**src/rtl/pc_ir_unit.sv**
```systemverilog
`default_nettype none
// ============================================================================
// Module      : pc_ir_unit
// Description : Program-control register block downstream of the CPU
//               controller FSM. Holds the program counter (PC), instruction
//               register (IR) and data address register (DAR), selects the
//               RAM address and decodes the IR into FSM/datapath fields.
// Ports       : clk, reset            - clock, synchronous active-high reset
//               load_pc, pc_sel       - PC write enable, one-hot PC source
//               addr_sel              - 1: mem_addr=PC, 0: mem_addr=DAR
//               load_ir, load_addr    - IR / DAR write enables
//               nsel                  - one-hot register-number select
//               mem_data              - RAM read data (IR source)
//               datapath_out          - datapath result (PC / DAR source)
//               mem_addr, pc, ir      - RAM address, current PC and IR
//               opcode, op, cond      - decoded fields back to the FSM
//               readnum, writenum     - selected register number
//               shift, alu_op         - datapath control fields
//               sximm5, sximm8        - sign-extended immediates
//               pc_err                - sticky illegal pc_sel flag
// Revision    : 1.0 - initial release
// ============================================================================
module pc_ir_unit #(
  parameter int PC_W = 9,
  parameter int IR_W = 16
) (
  input  logic            clk,
  input  logic            reset,
  input  logic            load_pc,
  input  logic [3:0]      pc_sel,
  input  logic            addr_sel,
  input  logic            load_ir,
  input  logic            load_addr,
  input  logic [2:0]      nsel,
  input  logic [IR_W-1:0] mem_data,
  input  logic [IR_W-1:0] datapath_out,
  output logic [PC_W-1:0] mem_addr,
  output logic [PC_W-1:0] pc,
  output logic [IR_W-1:0] ir,
  output logic [2:0]      opcode,
  output logic [1:0]      op,
  output logic [2:0]      cond,
  output logic [2:0]      readnum,
  output logic [2:0]      writenum,
  output logic [1:0]      shift,
  output logic [1:0]      alu_op,
  output logic [IR_W-1:0] sximm5,
  output logic [IR_W-1:0] sximm8,
  output logic            pc_err
);

  localparam logic [2:0] c_OPC_LDR = 3'b011;
  localparam logic [2:0] c_OPC_STR = 3'b100;

  logic [PC_W-1:0] r_pc;
  logic [IR_W-1:0] r_ir;
  logic [PC_W-1:0] r_dar;
  logic            r_pc_err;

  logic [PC_W-1:0] w_pc_next;
  logic            w_pc_sel_bad;
  logic [IR_W-1:0] w_sximm8;

  // Upper datapath bits never address the 512-word RAM.
  logic w_unused_dp;
  assign w_unused_dp = &{1'b0, datapath_out[IR_W-1:PC_W]};

  assign w_sximm8 = {{(IR_W-8){r_ir[7]}}, r_ir[7:0]};

  // Next PC from pre-edge PC and IR; anything other than exactly one-hot is
  // flagged and leaves the PC unchanged.
  always_comb begin
    w_pc_next    = r_pc;
    w_pc_sel_bad = 1'b0;
    case (pc_sel)
      4'b1000: w_pc_next = '0;
      4'b0100: w_pc_next = datapath_out[PC_W-1:0];
      4'b0010: w_pc_next = r_pc + w_sximm8[PC_W-1:0];
      4'b0001: w_pc_next = r_pc + PC_W'(1);
      default: w_pc_sel_bad = 1'b1;
    endcase
  end

  always_ff @(posedge clk) begin
    if (reset) begin
      r_pc     <= '0;
      r_ir     <= '0;
      r_dar    <= '0;
      r_pc_err <= 1'b0;
    end else begin
      if (load_pc) begin
        r_pc <= w_pc_next;
        if (w_pc_sel_bad) begin
          r_pc_err <= 1'b1;
        end
      end
      if (load_ir) begin
        r_ir <= mem_data;
      end
      if (load_addr) begin
        r_dar <= datapath_out[PC_W-1:0];
      end
    end
  end

  assign mem_addr = addr_sel ? r_pc : r_dar;
  assign pc       = r_pc;
  assign ir       = r_ir;
  assign pc_err   = r_pc_err;

  // Instruction decode
  assign opcode = r_ir[15:13];
  assign op     = r_ir[12:11];
  assign cond   = r_ir[10:8];
  assign alu_op = r_ir[12:11];
  assign sximm5 = {{(IR_W-5){r_ir[4]}}, r_ir[4:0]};
  assign sximm8 = w_sximm8;

  always_comb begin
    readnum = 3'b000;
    case (nsel)
      3'b100:  readnum = r_ir[10:8];
      3'b010:  readnum = r_ir[7:5];
      3'b001:  readnum = r_ir[2:0];
      default: readnum = 3'b000;
    endcase
  end

  assign writenum = readnum;

  // LDR/STR reuse ir[4:3] as part of imm5, so no shift is applied for them.
  assign shift = ((opcode == c_OPC_LDR) || (opcode == c_OPC_STR)) ? 2'b00 : r_ir[4:3];

endmodule
`default_nettype wire

```
**config.mk**
```make
export PLATFORM = sky130hd
export DESIGN_NAME = pc_ir_unit
export DESIGN_NICKNAME = d
export VERILOG_FILES = /design/src/rtl/pc_ir_unit.sv
export SDC_FILE = /design/constraint.sdc
export NUM_CORES = 1
export LEC_CHECK = 0
export BUFFER_PORTS_ARGS = -buffer_cell sky130_fd_sc_hd__buf_2
export CORE_MARGIN = 2
export CORE_UTILIZATION = 48
export DETAILED_ROUTE_END_ITERATION = 7
export PLACE_DENSITY = 0.86
export SKIP_LAST_GASP = 1
export SLEW_MARGIN = 15
export SYNTH_ARGS = -nofsm -noshare
export SYNTH_HDL_FRONTEND = slang
export SYNTH_SLANG_ARGS = --single-unit
export TNS_END_PERCENT = 1
```
**constraint.sdc**
```tcl
create_clock -name clk -period 3.4 [get_ports clk]
set_clock_uncertainty 0.1 [all_clocks]
set_input_delay 0 -clock clk [delete_from_list [all_inputs] [get_ports clk]]
set_output_delay 0 -clock clk [all_outputs]
set_load 0.1 [all_outputs]
```
==> Yosys cells after proc, flatten, opt, wreduce, memory -nomap -nowiden <==
Index checks and enable logic that the tools add are counted.
W data, S select, Z words.
{ "word_totals": {"reg_bits": 35, "out_inout_bits": 85, "inputBits": 45} }
{ "classes": {"addsub": 2, "n_reduce_logical": 5, "muxes": 4, "bitwise_logic": 1, "eq_ne": 9} }
{ "ops": {"columns": ["operator", "n"], "rows": [
  ["$pmux W9 S4", 1],
  ["$add A9 B1 Y9 const B", 1],
  ["$add A9 B9 Y9", 1],
  ["$mux W9", 1],
  ["$pmux W3 S3", 1],
  ["$eq A3 B2 Y1 const B", 2],
  ["$eq A3 B3 Y1 const B", 2],
  ["$eq A4 B1 Y1 const B", 1],
  ["$eq A4 B2 Y1 const B", 1],
  ["$eq A4 B3 Y1 const B", 1],
  ["$eq A4 B4 Y1 const B", 1],
  ["$reduce_and A2 Y1", 2],
  ["$reduce_bool A4 Y1", 1],
  ["$reduce_or A4 Y1", 1],
  ["$eq A3 B1 Y1 const B", 1],
  ["$mux W2", 1],
  ["$logic_or A1 B1 Y1", 1],
  ["$not A1 Y1", 1]
]} }

==> Logic depth before layout (Yosys ltp) <==
{ "depth": {"depth_word": 4, "ltp_mapped": 9, "mapped_depth_nobuf": 9} }

==> Worst setup path before layout <==
Ideal clock, no wire load.
{ "synth_path": {"path_type": "reg2out", "start": "register r_ir[2] (netlist: ir[2])", "end": "output port writenum[2]", "stages_incl_launch_ff": 4, "slack_ps": -670, "required_ps": 3300, "arrival_ps": 3970, "path_cell_list": "dfxtp_1 -> a22oi_1 -> o21ai_0 -> buf_4"} }
{ "synth_between": {"elab_chain_cells": 1} }
{ "synth_lines": {"columns": ["element", "line_no", "text"], "rows": [
  ["start, declared", "56", "logic [IR_W-1:0] r_ir;"],
  ["start signal, assigned", "98", "r_ir <= mem_data;"],
  ["$pmux W3 S3", "121", "case (nsel)"],
  ["end, declared", "44", "output logic [2:0] writenum,"]
]} }
Every way passes these cells.

==> Final worst setup path <==
{ "layout_path": {"start": "register r_ir[0] (netlist: ir[0])", "end": "register r_pc[8] (netlist: pc[8])"} }
{ "layout_between": {"elab_chain_cells": 2} }
{ "layout_lines": {"columns": ["element", "line_no", "text"], "rows": [
  ["$add A9 B9 Y9", "78", "4'b0010: w_pc_next = r_pc + w_sximm8[PC_W-1:0];"],
  ["$pmux W9 S4", "75", "case (pc_sel)"],
  ["end signal, assigned", "92", "r_pc <= w_pc_next;"],
  ["end, declared", "55", "logic [PC_W-1:0] r_pc;"]
]} }
Every way passes these cells.
A chain may end at the register's enable or synchronous reset.

==> qor.txt <==
Seq. cell area - 701 um^2
Maxcap violations - 0
R2R Setup Slk - 0.93 ns
Multi-input logic area - 0.00124 mm^2
CTS Hold Bufs - 26
Slew Viols, Final - 0
Slew headroom - 53.1%
Switching Fraction - 48.7%
CTS buffer count - 5
Fillers - 409
# resized after CTS - 0
Antenna cells - 0
Vias in the first global route - 1949
Die Footprint - 0.00544 mm^2
IO Pins - 130
Num rows - 25
Comb pwr share - 46.2%
Pleak - 1.60 nW
Area grow syn2layout - 27.9%
Grt ovf - 0
Area fraction of the dominant cell type after synthesis - 30.0%
Clock transition at path regs - 0.07 ns
Root Driver - clkbuf_8
Dpl hpwl - 4.16 mm
Buffers & Inverters on Critical Path - 0
Hold Path Stages - 3
Post-synth net total - 313
Setup TNS Final - 0 ns
Antenna Nets Post-Route - 0
Seq pwr share - 31.5%
Die height - 73.7 um
Clock latency on the worst-skew pair - 0.28 ns
Htree depth - 2
Critical Path End Type - register
Period minus WS final - 2.47 ns
Clock power share - 22.3%
PortBufs - 122
DR DRC count - 0
Most frequent cells after synthesis - buf_4 (46), nor2_1 (40), dfxtp_1 (35), mux2i_1 (25)
Fin. Hold Viols - 0
Reg2reg start - ir[0]$_SDFFE_PP0P_
Critical Path AT - 2.52 ns
PD cells - 492 mW/mm^2
Setup ws final - 0.926 ns
Post-route non-filler standard cell count - 414
CP Max Fanout - 6
Reg-to-Reg End - pc[8]$_SDFFE_PP0P_
CTS tree - done
Placed cells - 380
Hold Path Origin - load_addr
Post-CTS setup buffer count - 0
Number of cells on the worst reg-to-reg path - 8
Synth Warn # - 0
Starting Density - 49.7%
Post-synthesis cell area - 0.00233 mm^2
P_sw - 0.714 mW
Pre-CTS setup slack - 0.876 ns
Asr flop ratio synth - 0%
DP Area - 0.00262 mm^2
Fraction of layout cells with a size suffix above 1 - 41.1%
Most common cell in the synthesized netlist - buf_4
RSZ-0062 raised after global routing - no
Clk sinks - 35
Cell count after synthesis - 259
Distinct cells, synth - 40
DR vias - 2131
Pint - 0.753 mW
Avg WL per Cell - 14.3 um
Initial DRT Pass Iterations - 4
CORE AREA - 0.00469 mm^2
Pin count of the biggest net entering global routing - 37
Min-Delay Path Class - in2reg
RD Place Congestion - 0.899
CP delay by family, top - adder cells
Worst-Margin Slew - 0.704 ns
Cell taking the most area after synthesis - dfxtp_1
Post-synthesis sequential area ratio - 30.0%
All-layer global routing usage - 21.2%
CP Launch Type - register
Drt initial violations - 82
Crit-path slowest cell - fa_1
VDD IR max - 0.280 mV
Syn_area_per_cell - 9.01 um^2
Worst path required time - 3.44 ns
Fmax - 404 MHz
Worst Hold End - r_dar[6]$_SDFFE_PP0P_
Die width - 73.7 um
Nets - 413
Worst setup path class - reg2reg
Design Area, Final - 0.00298 mm^2
Post-synth EDFFs - 0
Clock Path Buffers - 2
Status - completed
Flops & latches, synth - 35
Max incr delay on CP - 0.43 ns
Final setup fails - 0
Top post-synthesis cells by area - dfxtp_1 (30%), buf_4 (15%), mux2i_1 (11%)
Crit-path cells - or2_2 -> ha_1 -> fa_1 -> nand3_1 -> nand2_1 -> a221oi_1 -> xnor2_1 -> o22ai_1
Most used DFF post-synth - dfxtp_1
DR vias/cell - 5.15
Final Cycle Share - 72.8%
Initial antenna violation count - 0
First-pass GRT wire length - 8.87 mm
Total wire length - 5.91 mm
==> final cells by class <==
type,instances,share of cell area [%]
well taps,54,2.26
clock buffers,8,3.35
flip-flops and latches,35,23.5
repair buffers,148,29.2
multi-input cells,168,41.6
inverters,1,0.126
==> cells in the final DEF, fill, tap and decap left out, types with 2 or more instances in the layout <==
master         instances
dfxtp_1               35
a21o_1                 5
a211oi_2               2
nor4b_4                2
a221oi_1               4
xnor2_1                3
o21a_1                 2
xor2_1                 3
and2b_1                3
mux2_2                 9
nand2_1                9
ha_1                   8
nor3_1                 4
nor2_1                40
and2_1                 3
a211oi_1               4
dlygate4sd3_1         26
nor2b_1                5
or2_2                  2
a22oi_1                5
nand3_1                4
o21ai_0                4
mux2i_1               25
buf_2                122
a21oi_1                7
clkbuf_8               7
a32oi_1                3
==> metal layers <==
layer	vias to the layer above	share of wire [%]	global-route usage, %
met4	0	1.3	8.89
met1	969	41	24.7
li1	1057	-	-
met5	-	0	0
met2	99	51	37.8
met3	6	6.1	3.98
==> worst max-delay path by stage <==
| stage | from | to | slack (ns) | cells past startpoint |
|---|---|---|---|---|
| global placement | pc_sel[1] | pc[7]$_SDFFE_PP0P_ | 0.93 | 9 |
| finish | ir[0]$_SDFFE_PP0P_ | pc[8]$_SDFFE_PP0P_ | 0.93 | 8 |
| global route | ir[0]$_SDFFE_PP0P_ | pc[6]$_SDFFE_PP0P_ | 0.78 | 8 |
| CTS | ir[0]$_SDFFE_PP0P_ | pc[8]$_SDFFE_PP0P_ | 0.91 | 8 |
| detailed placement | pc_sel[1] | pc[7]$_SDFFE_PP0P_ | 0.88 | 9 |
| floorplan | ir[0]$_SDFFE_PP0P_ | writenum[0] | -0.67 | 3 |
==> tightest hold or removal path: cells and delay by family <==
| kind | cells | cell delay, ns |
|---|---|---|
| buffers and inverters | 1 | 0.21 |
| muxes | 1 | 0.15 |
| and+or+nand+nor | 1 | 0.07 |
==> power groups by stage <==
stage / combinational, mW / sequential [mW] / clock, mW
after global placement: 0.647 / 0.470 / 0
after CTS: 0.678 / 0.462 / 0.338
after floorplan: 0.463 / 0.599 / 0
after detailed placement: 0.653 / 0.471 / 0
after global routing: 0.704 / 0.467 / 0.355
final: 0.678 / 0.462 / 0.328
==> logic make-up after synthesis <==
logic type | Yosys count | share of synthesized area [%]
and+or+nand+nor | 78 | 17.4
adders and majority gates | 9 | 5.15
xor gates and xnor gates | 7 | 2.95
muxes | 34 | 15.1
DFF | 35 | 30.0
buffers and inverters | 56 | 16.8
AOI/OAI and AO/OA | 40 | 12.6
==> per-stage QoR <==
stage | total power [mW] | hold slack, ns | utilization (%)
2_1_floorplan | 1.06 | 0.0407 | -
3_3_place_gp | 1.12 | 0.133 | 55.9
3_5_place_dp | 1.12 | 0.141 | 55.9
4_1_cts | 1.48 | 0.0874 | 63.6
5_1_grt | 1.53 | 0.111 | 63.6
6_report | 1.47 | 0.0895 | 63.6
==> state kept, by name, indices dropped and copies added, names as in the netlist <==
register	count
pc	9
r_dar	9
ir	16
pc_err	1
(Power assumes the default switching activity.)
